File: src/rtl/fifo_fill_pkg.sv
// ============================================================================
// Module      : fifo_fill_pkg
// Description : Shared state encoding and default widths for the FIFO fill
//               sequencer.
// Revision    : 1.0 - initial release
// ============================================================================
`default_nettype none

package fifo_fill_pkg;

    typedef enum logic [2:0] {
        IDLE = 3'd0,
        REQ  = 3'd1,
        WAIT = 3'd2,
        PUSH = 3'd3,
        DONE = 3'd4
    } fill_state_t;

    localparam int DATA_WIDTH_DEF = 8;
    localparam int WORD_BYTES_DEF = 8;
    localparam int WORD_W         = DATA_WIDTH_DEF * WORD_BYTES_DEF;

endpackage

`default_nettype wire

File: src/rtl/word_unpacker.sv
// ============================================================================
// Module      : word_unpacker
// Description : Holds one fetched memory word and presents it byte by byte,
//               LSB first, with a flag on the final byte.
// Revision    : 1.0 - initial release
// ============================================================================
`default_nettype none

module word_unpacker #(
    parameter int DATA_WIDTH = 8,
    parameter int WORD_BYTES = 8
) (
    input  logic                             clk,
    input  logic                             rst_n,
    input  logic                             load,
    input  logic [DATA_WIDTH*WORD_BYTES-1:0] load_word,
    input  logic                             advance,
    output logic [DATA_WIDTH-1:0]            byte_out,
    output logic                             last_byte
);

    localparam int               CNT_W  = (WORD_BYTES > 1) ? $clog2(WORD_BYTES) : 1;
    localparam logic [CNT_W-1:0] c_last = CNT_W'(WORD_BYTES - 1);

    logic [DATA_WIDTH*WORD_BYTES-1:0] r_word;
    logic [CNT_W-1:0]                 r_byte_cnt;
    logic [DATA_WIDTH-1:0]            w_bytes [WORD_BYTES];

    always_ff @(posedge clk or negedge rst_n) begin
        if (!rst_n) begin
            r_word     <= '0;
            r_byte_cnt <= '0;
        end else if (load) begin
            r_word     <= load_word;
            r_byte_cnt <= '0;
        end else if (advance) begin
            r_byte_cnt <= r_byte_cnt + CNT_W'(1);
        end
    end

    generate
        for (genvar gi = 0; gi < WORD_BYTES; gi++) begin : g_bytes
            assign w_bytes[gi] = r_word[gi*DATA_WIDTH +: DATA_WIDTH];
        end
    endgenerate

    assign byte_out  = w_bytes[r_byte_cnt];
    assign last_byte = (r_byte_cnt == c_last);

endmodule

`default_nettype wire

File: src/rtl/fifo_fill_sched.sv
// ============================================================================
// Module      : fifo_fill_sched
// Description : Fetches one word per FIFO over an Avalon-MM read port and
//               pushes its bytes into the matching FIFO. Optional fill-cycle
//               counter enabled by FIFO_FILL_PERF_EN.
// Revision    : 1.0 - initial release
// ============================================================================
`default_nettype none

module fifo_fill_sched
    import fifo_fill_pkg::*;
#(
    parameter int NUM_FIFOS  = 9,
    parameter int DATA_WIDTH = DATA_WIDTH_DEF,
    parameter int WORD_BYTES = WORD_BYTES_DEF,
    parameter int ADDR_WIDTH = 32
) (
    input  logic                             clk,
    input  logic                             rst_n,
    input  logic                             start,
    output logic [ADDR_WIDTH-1:0]            mem_address,
    output logic                             mem_read,
    input  logic                             mem_waitrequest,
    input  logic [DATA_WIDTH*WORD_BYTES-1:0] mem_readdata,
    input  logic                             mem_readdatavalid,
    output logic [NUM_FIFOS-1:0]             fifo_wren,
    output logic [DATA_WIDTH-1:0]            fifo_wdata,
    input  logic [NUM_FIFOS-1:0]             fifo_full,
    output logic                             busy,
    output logic                             fill_done
`ifdef FIFO_FILL_PERF_EN
    ,
    output logic [15:0]                      fill_cycles
`endif
);

    localparam int               IDX_W      = (NUM_FIFOS > 1) ? $clog2(NUM_FIFOS) : 1;
    localparam logic [IDX_W-1:0] c_last_idx = IDX_W'(NUM_FIFOS - 1);

    fill_state_t           r_state;
    fill_state_t           w_state_nxt;
    logic [IDX_W-1:0]      r_idx;
    logic [IDX_W-1:0]      w_idx_nxt;
    logic                  w_load;
    logic                  w_write;
    logic                  w_last;
    logic [DATA_WIDTH-1:0] w_byte;

    // Only the response to our own outstanding read is captured.
    assign w_load = (r_state == WAIT) && mem_readdatavalid;

    word_unpacker #(
        .DATA_WIDTH (DATA_WIDTH),
        .WORD_BYTES (WORD_BYTES)
    ) u_unpacker (
        .clk       (clk),
        .rst_n     (rst_n),
        .load      (w_load),
        .load_word (mem_readdata),
        .advance   (w_write),
        .byte_out  (w_byte),
        .last_byte (w_last)
    );

    always_ff @(posedge clk or negedge rst_n) begin
        if (!rst_n) begin
            r_state <= IDLE;
            r_idx   <= '0;
        end else begin
            r_state <= w_state_nxt;
            r_idx   <= w_idx_nxt;
        end
    end

    always_comb begin
        w_state_nxt = r_state;
        w_idx_nxt   = r_idx;
        w_write     = 1'b0;
        mem_read    = 1'b0;
        mem_address = '0;
        fifo_wren   = '0;
        fifo_wdata  = '0;
        busy        = 1'b0;
        fill_done   = 1'b0;
        case (r_state)
            IDLE: begin
                if (start) begin
                    w_state_nxt = REQ;
                    w_idx_nxt   = '0;
                end
            end
            REQ: begin
                busy        = 1'b1;
                mem_read    = 1'b1;
                mem_address = ADDR_WIDTH'(r_idx);
                if (!mem_waitrequest) begin
                    w_state_nxt = WAIT;
                end
            end
            WAIT: begin
                busy = 1'b1;
                if (mem_readdatavalid) begin
                    w_state_nxt = PUSH;
                end
            end
            PUSH: begin
                busy             = 1'b1;
                fifo_wdata       = w_byte;
                // A full FIFO stalls the current byte in place.
                w_write          = !fifo_full[r_idx];
                fifo_wren[r_idx] = w_write;
                if (w_write && w_last) begin
                    if (r_idx == c_last_idx) begin
                        w_state_nxt = DONE;
                    end else begin
                        w_idx_nxt   = r_idx + IDX_W'(1);
                        w_state_nxt = REQ;
                    end
                end
            end
            DONE: begin
                fill_done   = 1'b1;
                w_state_nxt = IDLE;
            end
            default: begin
                w_state_nxt = IDLE;
            end
        endcase
    end

`ifdef FIFO_FILL_PERF_EN
    logic [15:0] r_fill_cycles;

    always_ff @(posedge clk or negedge rst_n) begin
        if (!rst_n) begin
            r_fill_cycles <= '0;
        end else if ((r_state == IDLE) && start) begin
            r_fill_cycles <= '0;
        end else if (busy && (r_fill_cycles != 16'hFFFF)) begin
            r_fill_cycles <= r_fill_cycles + 16'd1;
        end
    end

    assign fill_cycles = r_fill_cycles;
`endif

endmodule

`default_nettype wire
File: config.mk
export PLATFORM = sky130hd
export DESIGN_NAME = fifo_fill_sched
export DESIGN_NICKNAME = d
export VERILOG_FILES = /design/src/rtl/fifo_fill_pkg.sv /design/src/rtl/word_unpacker.sv /design/src/rtl/fifo_fill_sched.sv
export SDC_FILE = /design/constraint.sdc
export NUM_CORES = 1
export LEC_CHECK = 0
export CAP_MARGIN = 40
export CORE_UTILIZATION = 46
export DETAILED_ROUTE_END_ITERATION = 7
export PLACE_DENSITY = 0.83
export SETUP_SLACK_MARGIN = 0.05
export SLEW_MARGIN = 20
export SYNTH_ARGS = -nofsm -noshare
export SYNTH_HDL_FRONTEND = slang
export SYNTH_SLANG_ARGS = --single-unit
export TNS_END_PERCENT = 30
File: constraint.sdc
create_clock -name clk -period 2.7 [get_ports clk]
set_input_delay 0.54 -clock clk [delete_from_list [all_inputs] [get_ports clk]]
set_output_delay 0.54 -clock clk [all_outputs]
set_load 0.005 [all_outputs]
==> reports/results.ini, run 1 <==
[outcome]
run_status = complete, no violations

[clock_tree]
clkSinkCount = 74
cts_tree = done
clkTransAtPathRegs_ns = 0.08
h-tree-depth = 3
clock_latency_ns = 0.33
cts_made_buffers = 9
clockRootBuffer = clkbuf_8
cts_buffer_depth = 2

[setup_path]
crit_path_max_fanout = 2
endpoint_kind = output port
regToRegStartpoint = r_idx[0]
reg2reg_slack_ns = 0.62
critPathLaunchType = input port
worstSetupPathType = input port to output port
reg2regPathDepth = 8
worstPathArrival_ns = 2.07
reg2reg_to = u_unpacker.r_byte_cnt[2]
crit_required_ns = 2.16

[power]
powerDensity_mw_per_mm2 = 1070
vdd_drop_max_v = 0.000697
power_mw = 5.70
p_leak_nw = 2.28

[global_routing]
grt_first_pass_wirelength_um = 13600
grtUsageTotal_pct = 20.1
antenna_found_initial = 0
grt_pass1_vias = 2855
grt_use_met2_pct = 35.1
grt_max_degree = 40
grt-ovfl-total = 0
grt_use_met1_pct = 23.7
use_met3_pct = 6.12
top_usage_layer = met2

[layout]
drive_gt1_share_pct = 33.1
regArea_sq_mm = 0.00185
diodes = 0
multi_input_area_sq_mm = 0.00194
finalNonFillerCells = 522
fillers = 622
fin_nets = 496
final_util_pct = 64.4
syn2layout_area_growth_pct = 34.4

[timing]
setup_slack_ns = 0.0941
max_clock_freq_mhz = 384
hold_viol = 0
relSlewSlack_pct = 63.5
fin_skew_ns = 0.00727
grt_setup_unrepaired = true
fin_crit_ns = 2.61
setup_viol_count_final = 0
fin_crit_sh_pct = 96.5
drv_slew = 0
worst_pin_slew_ns = 0.546
finalSetupTns_ns = 0

[placed_design]
place_congestion = 0.757
post-place-cells = 500
port_buffers = 101
place.detailed.hpwl_um = 6060
place_ws_ns = -0.344

[route]
drc = 0
antenna_left = 0
wl_per_cell_um = 16.0
vias_per_cell = 5.11
vias = 2665
drt_first_pass_iters = 4
drt_iter0_markers = 87
wirelength_um = 8350

[synth]
ys_warn_count = 0
yosysTopAreaCell = dfrtp_1
synth_seq_cells = 74
ys.flop_type = dfrtp_1
yosysTopAreaCellShare_pct = 46.5
synthArstFlopShare_pct = 100
ys_seq_area_share_pct = 46.5
ys_top_cells_by_count = dfrtp_1, mux2_2, buf_4
synth.avg_cell_area_sq_um = 13.1
synth_cell_types = 41
synthTopCellsByArea = dfrtp_1, mux2_2, mux4_2
syn_inst = 303
synth_area_sq_mm = 0.00398
synth_most_common_cell = dfrtp_1
synth-edff-count = 0

[die]
fp.dieW_um = 95.0
die_area_sq_mm = 0.00903
design.core.area_sq_mm = 0.00830
io_pins = 130
start_util_pct = 47.9
std_cell_rows = 33
die_y_um = 95.0

[min_path]
worstHoldPathType = input port to asynchronous set/reset pin

[run]
drv_cap = 0

-- power breakdown --
| group | switching, mW | total (mW) | internal (mW) |
|---|---|---|---|
| Clock | 0.395 | 1.01 | 0.613 |
| Combinational | 1.05 | 2.64 | 1.60 |
| Sequential | 0.387 | 2.05 | 1.66 |
-- registers in the layout, indices dropped and copies added, names as in the netlist --
| register | cells |
|---|---|
| r_state | 3 |
| u_unpacker.r_word | 64 |
| r_idx | 4 |
| u_unpacker.r_byte_cnt | 3 |
-- per-stage QoR --
stage                     hold WS (ns)  cell area, sq um
final                            0.167              5350
after global routing             0.202              5350
after CTS                        0.183              5290
after detailed placement         0.492              5030
after global placement           0.462              5010
after floorplan                  0.244              4080
-- logic make-up after synthesis --
logic type               share of synthesized area (%)
AO/OA/AOI/OAI                                     3.18
other                                           0.0942
multiplexers                                      32.0
buffers and inverters                             8.52
adder cells (fa/ha/maj)                           1.89
flip-flops                                        46.5
AND/OR/NAND/NOR                                   7.74
-- routing by layer --
metal	vias up	share of wire, %
met1	1288	41
li1	1244	-
met2	121	50
met3	12	7.9
met5	-	0
met4	0	1.1
-- cell usage in the layout (no fill, tap or decap), types with 2 or more instances in the layout --
| cell | instances |
|---|---|
| a21oi_1 | 2 |
| and2_1 | 4 |
| buf_12 | 4 |
| buf_2 | 2 |
| buf_4 | 13 |
| buf_6 | 2 |
| bufinv_16 | 3 |
| clkbuf_1 | 2 |
| clkbuf_2 | 2 |
| clkbuf_8 | 9 |
| clkdlybuf4s15_1 | 3 |
| clkdlybuf4s50_1 | 79 |
| conb_1 | 28 |
| dfrtp_1 | 72 |
| dfrtp_2 | 2 |
| dlygate4sd2_1 | 11 |
| dlymetal6s2s_1 | 3 |
| ha_1 | 6 |
| inv_1 | 2 |
| mux2_1 | 2 |
| mux2_2 | 65 |
| mux2i_1 | 14 |
| mux2i_2 | 2 |
| mux4_2 | 16 |
| nand2_1 | 7 |
| nand2b_1 | 2 |
| nand3_1 | 3 |
| nand3_2 | 2 |
| nand3b_1 | 3 |
| nor2_1 | 21 |
| nor2b_1 | 2 |
| nor3_2 | 3 |
| o21ai_0 | 2 |
| o21ai_1 | 2 |
| o22ai_2 | 2 |
-- worst max-delay path, cell delays in order --
cell and delay [ns]:
clkdlybuf4s50_1 0.40, mux2i_1 0.20, nor2_1 0.07, o22ai_2 0.21
buf_4 0.16, nand3_2 0.11, nor3_2 0.22, clkbuf_2 0.15
-- worst max-delay path by stage --
stage,from,endpoint,slack (ns),cells after the start
3_3_place_gp,fifo_full[1],fifo_wren[1],-0.24,7
4_1_cts,fifo_full[1],fifo_wren[5],0.05,8
3_5_place_dp,fifo_full[0],fifo_wren[2],-0.34,7
6_report,fifo_full[7],fifo_wren[0],0.09,8
2_1_floorplan,u_unpacker.r_byte_cnt[0],fifo_wdata[0],0.66,5
5_1_grt,fifo_full[7],fifo_wren[1],0.02,8
-- what timing repair did --
action,CTS,global route
pin swaps,1,4
cloned,0,0
hold buffers,0,0
hold endpoints to repair,0,0
buffers inserted,5,1
endpoints found under the setup margin,17,9
resized for setup,29,18
-- layout make-up --
cell class | count | share of cell area (%)
flip-flops and latches | 74 | 34.7
inverters | 2 | 0.140
multi-input cells | 206 | 36.4
repair buffers | 119 | 22.0
clock buffers | 11 | 2.46
well taps | 105 | 2.46
clock inverters | 5 | 1.92
(Power assumes the default switching activity.)
==> run 2: changes to the inputs <==
--- a/config.mk
+++ b/config.mk
@@ -8,10 +8,10 @@
 export CAP_MARGIN = 40
 export CORE_UTILIZATION = 46
 export DETAILED_ROUTE_END_ITERATION = 7
+export GPL_ROUTABILITY_DRIVEN = 0
 export PLACE_DENSITY = 0.83
 export SETUP_SLACK_MARGIN = 0.05
 export SLEW_MARGIN = 20
 export SYNTH_ARGS = -nofsm -noshare
 export SYNTH_HDL_FRONTEND = slang
 export SYNTH_SLANG_ARGS = --single-unit
-export TNS_END_PERCENT = 30
==> run 2 against run 1 <==
Hold slack got worse by 0.0018 ns. Global-route usage rose by 0.56 points. Flip-flop and latch count did not move. Critical path depth rose by 1. First-iteration DRC count fell by 13%. Critical path type unchanged. Die area did not move. Combinational power rose by 5%. Core utilization rose by 0.84 points. Clock skew barely moved.
==> reports/results.ini, run 2 (synthesis results as in run 1) <==
[outcome]
run_status = complete, no violations  ; unchanged

[layout]
drive_gt1_share_pct = 32.9  ; was 33.1%
largest_register_ffs = 64  ; unchanged
reg_top3 = u_unpacker.r_word (64), r_idx (4)  ; unchanged
fin_nets = 501  ; was 496
largest-register = u_unpacker.r_word  ; unchanged
final_util_pct = 65.3  ; was 64.4%
finalNonFillerCells = 527  ; was 522
diodes = 0  ; unchanged
layout_commonest_cell = clkdlybuf4s50_1  ; unchanged
final_cell_area_sq_mm = 0.00542  ; was 0.00535 sq mm
final_cell_mix = clkdlybuf4s50_1, dfrtp_1, mux2_2  ; unchanged
syn2layout_area_growth_pct = 36.1  ; was 34.4%

[timing]
setup_slack_ns = 0.0346  ; was 0.0941 ns
relSlewSlack_pct = 63.8  ; was 63.5%
grt_setup_unrepaired = true  ; unchanged
worst_pin_slew_ns = 0.542  ; was 0.546 ns
holdWs_ns = 0.165  ; was 0.167 ns
fin_skew_ns = 0.00742  ; was 0.00727 ns
fin_crit_sh_pct = 98.7  ; was 96.5%
drv_slew = 0  ; unchanged
setup_viol_count_final = 0  ; unchanged
fin_crit_ns = 2.67  ; was 2.61 ns
hold_viol = 0  ; unchanged
finalSetupTns_ns = 0  ; unchanged
max_clock_freq_mhz = 375  ; was 384 MHz

[die]
std_cell_rows = 33  ; unchanged
die_area_sq_mm = 0.00903  ; unchanged
start_util_pct = 47.9  ; unchanged
io_pins = 130  ; unchanged
design.core.area_sq_mm = 0.00830  ; unchanged
die_y_um = 95.0  ; unchanged
fp.dieW_um = 95.0  ; unchanged

[power]
p_leak_nw = 2.33  ; was 2.28 nW
pwr-share-comb_pct = 47.6  ; was 46.4%
power_mw = 5.84  ; was 5.70 mW
seq_power_share_pct = 35.0  ; was 35.9%
power_switching_mw = 1.86  ; was 1.83 mW
power.internal_mw = 3.97  ; was 3.87 mW
powerDensity_mw_per_mm2 = 1080  ; was 1070 mW/mm^2
p_sw_share_pct = 31.9  ; was 32.1%
vdd_drop_max_v = 0.000682  ; was 0.000697 V
pwr-share-clk_pct = 17.4  ; was 17.7%

[global_routing]
grtUsageTotal_pct = 20.7  ; was 20.1%
grt-ovfl-total = 0  ; unchanged
grt_max_degree = 40  ; unchanged
grt_first_pass_wirelength_um = 13900  ; was 13600 um
antenna_found_initial = 0  ; unchanged
grt_pass1_vias = 2881  ; was 2855

[setup_path]
worstPathArrival_ns = 2.13  ; was 2.07 ns
crit_family = buffers and inverters  ; unchanged
critPathMaxStageDelay_ns = 0.39  ; was 0.40 ns
worstSetupPathType = input port to output port  ; unchanged
regToRegStartpoint = r_idx[0]  ; unchanged
endpoint_kind = output port  ; unchanged
slowest_stage = clkdlybuf4s50_1  ; unchanged
path_cells = clkdlybuf4s50_1, mux2i_1, nor2_1, o22ai_2, buf_4, nand2_4, buf_6, nor4b_4, buf_2  ; was clkdlybuf4s50_1, mux2i_1, nor2_1, o22ai_2, buf_4, nand3_2, nor3_2, clkbuf_2
cp_num_buf_inv = 4  ; was 3
critPathLaunchType = input port  ; unchanged
crit_path_max_fanout = 5  ; was 2
crit_required_ns = 2.16  ; about the same
reg2reg_to = u_unpacker.r_byte_cnt[2]  ; unchanged
reg2reg_slack_ns = 0.54  ; was 0.62 ns
reg2regPathDepth = 9  ; was 8

[route]
vias = 2730  ; was 2665
drt_iter0_markers = 76  ; was 87
drt_first_pass_iters = 4  ; unchanged
drc = 0  ; unchanged
wirelength_um = 8580  ; was 8350 um
vias_per_cell = 5.18  ; was 5.11
antenna_left = 0  ; unchanged
wl_per_cell_um = 16.3  ; was 16.0 um

[clock_tree]
clkTransAtPathRegs_ns = 0.08  ; about the same
clock_latency_ns = 0.34  ; was 0.33 ns
h-tree-depth = 3  ; unchanged
clkSinkCount = 74  ; unchanged
clockRootBuffer = clkbuf_8  ; unchanged
cts_tree = done  ; unchanged
cts_buffer_depth = 2  ; unchanged
cts_made_buffers = 9  ; unchanged

[run]
drv_cap = 0  ; unchanged

[placed_design]
port_buffers = 101  ; unchanged
place_ws_ns = -0.344  ; unchanged
place_area_sq_mm = 0.00503  ; unchanged
place.detailed.hpwl_um = 6060  ; unchanged
post-place-cells = 500  ; unchanged

[min_path]
worstHoldPathType = input port to asynchronous set/reset pin  ; unchanged

-- run 2: routing by layer --
layer  share of wire (%)  track usage (%)
met4                 2.0             7.83
met2                  50             35.6
met5                   0                0
met1                  40             24.6
met3                 8.0             5.72
-- run 2: power groups by stage --
| stage | registers, mW | logic, mW | clock network [mW] |
|---|---|---|---|
| 2_1_floorplan | 1.86 | 1.89 | 0 |
| 3_3_place_gp | 2.01 | 2.52 | 0 |
| 3_5_place_dp | 2.06 | 2.59 | 0 |
| 4_1_cts | 2.04 | 2.73 | 1.03 |
| 5_1_grt | 2.12 | 3.01 | 1.08 |
| 6_report | 2.04 | 2.78 | 1.01 |
-- run 2: worst register-to-register path, delay by kind of cell (launching register included) --
kind            cells  cell delay, ns
mux                 2            0.52
buf+inv             4            0.49
flops               1            0.47
compound gates      2            0.46
simple gates        1            0.09
-- run 2: what timing repair did --
item                                    CTS  global route
hold buffers                              0             0
endpoints found under the setup margin   17            12
pin swaps                                 1             5
setup buffers                             8             2
gates resized for setup                  34            14
gates cloned                              1             0
-- run 2: how the worst max path moves through the flow --
stage	start	endpoint	slack [ns]	cells past startpoint
after floorplan	u_unpacker.r_byte_cnt[0]	fifo_wdata[0]	0.66	5
after global placement	fifo_full[1]	fifo_wren[1]	-0.24	7
after detailed placement	fifo_full[0]	fifo_wren[2]	-0.34	7
after CTS	fifo_full[1]	fifo_wren[2]	0.03	9
after global routing	fifo_full[6]	fifo_wren[2]	-0.04	9
final	fifo_full[6]	fifo_wren[2]	0.03	9
-- run 2: layout make-up --
cell class                 count  area (sq um)
multi-input combinational    206          1940
inverter                       2          7.51
sequential                    74          1850
tap                          105           131
clock buffer                  11           131
timing repair buffer         124          1250
fill                         607          2880
clock inverter                 5           103
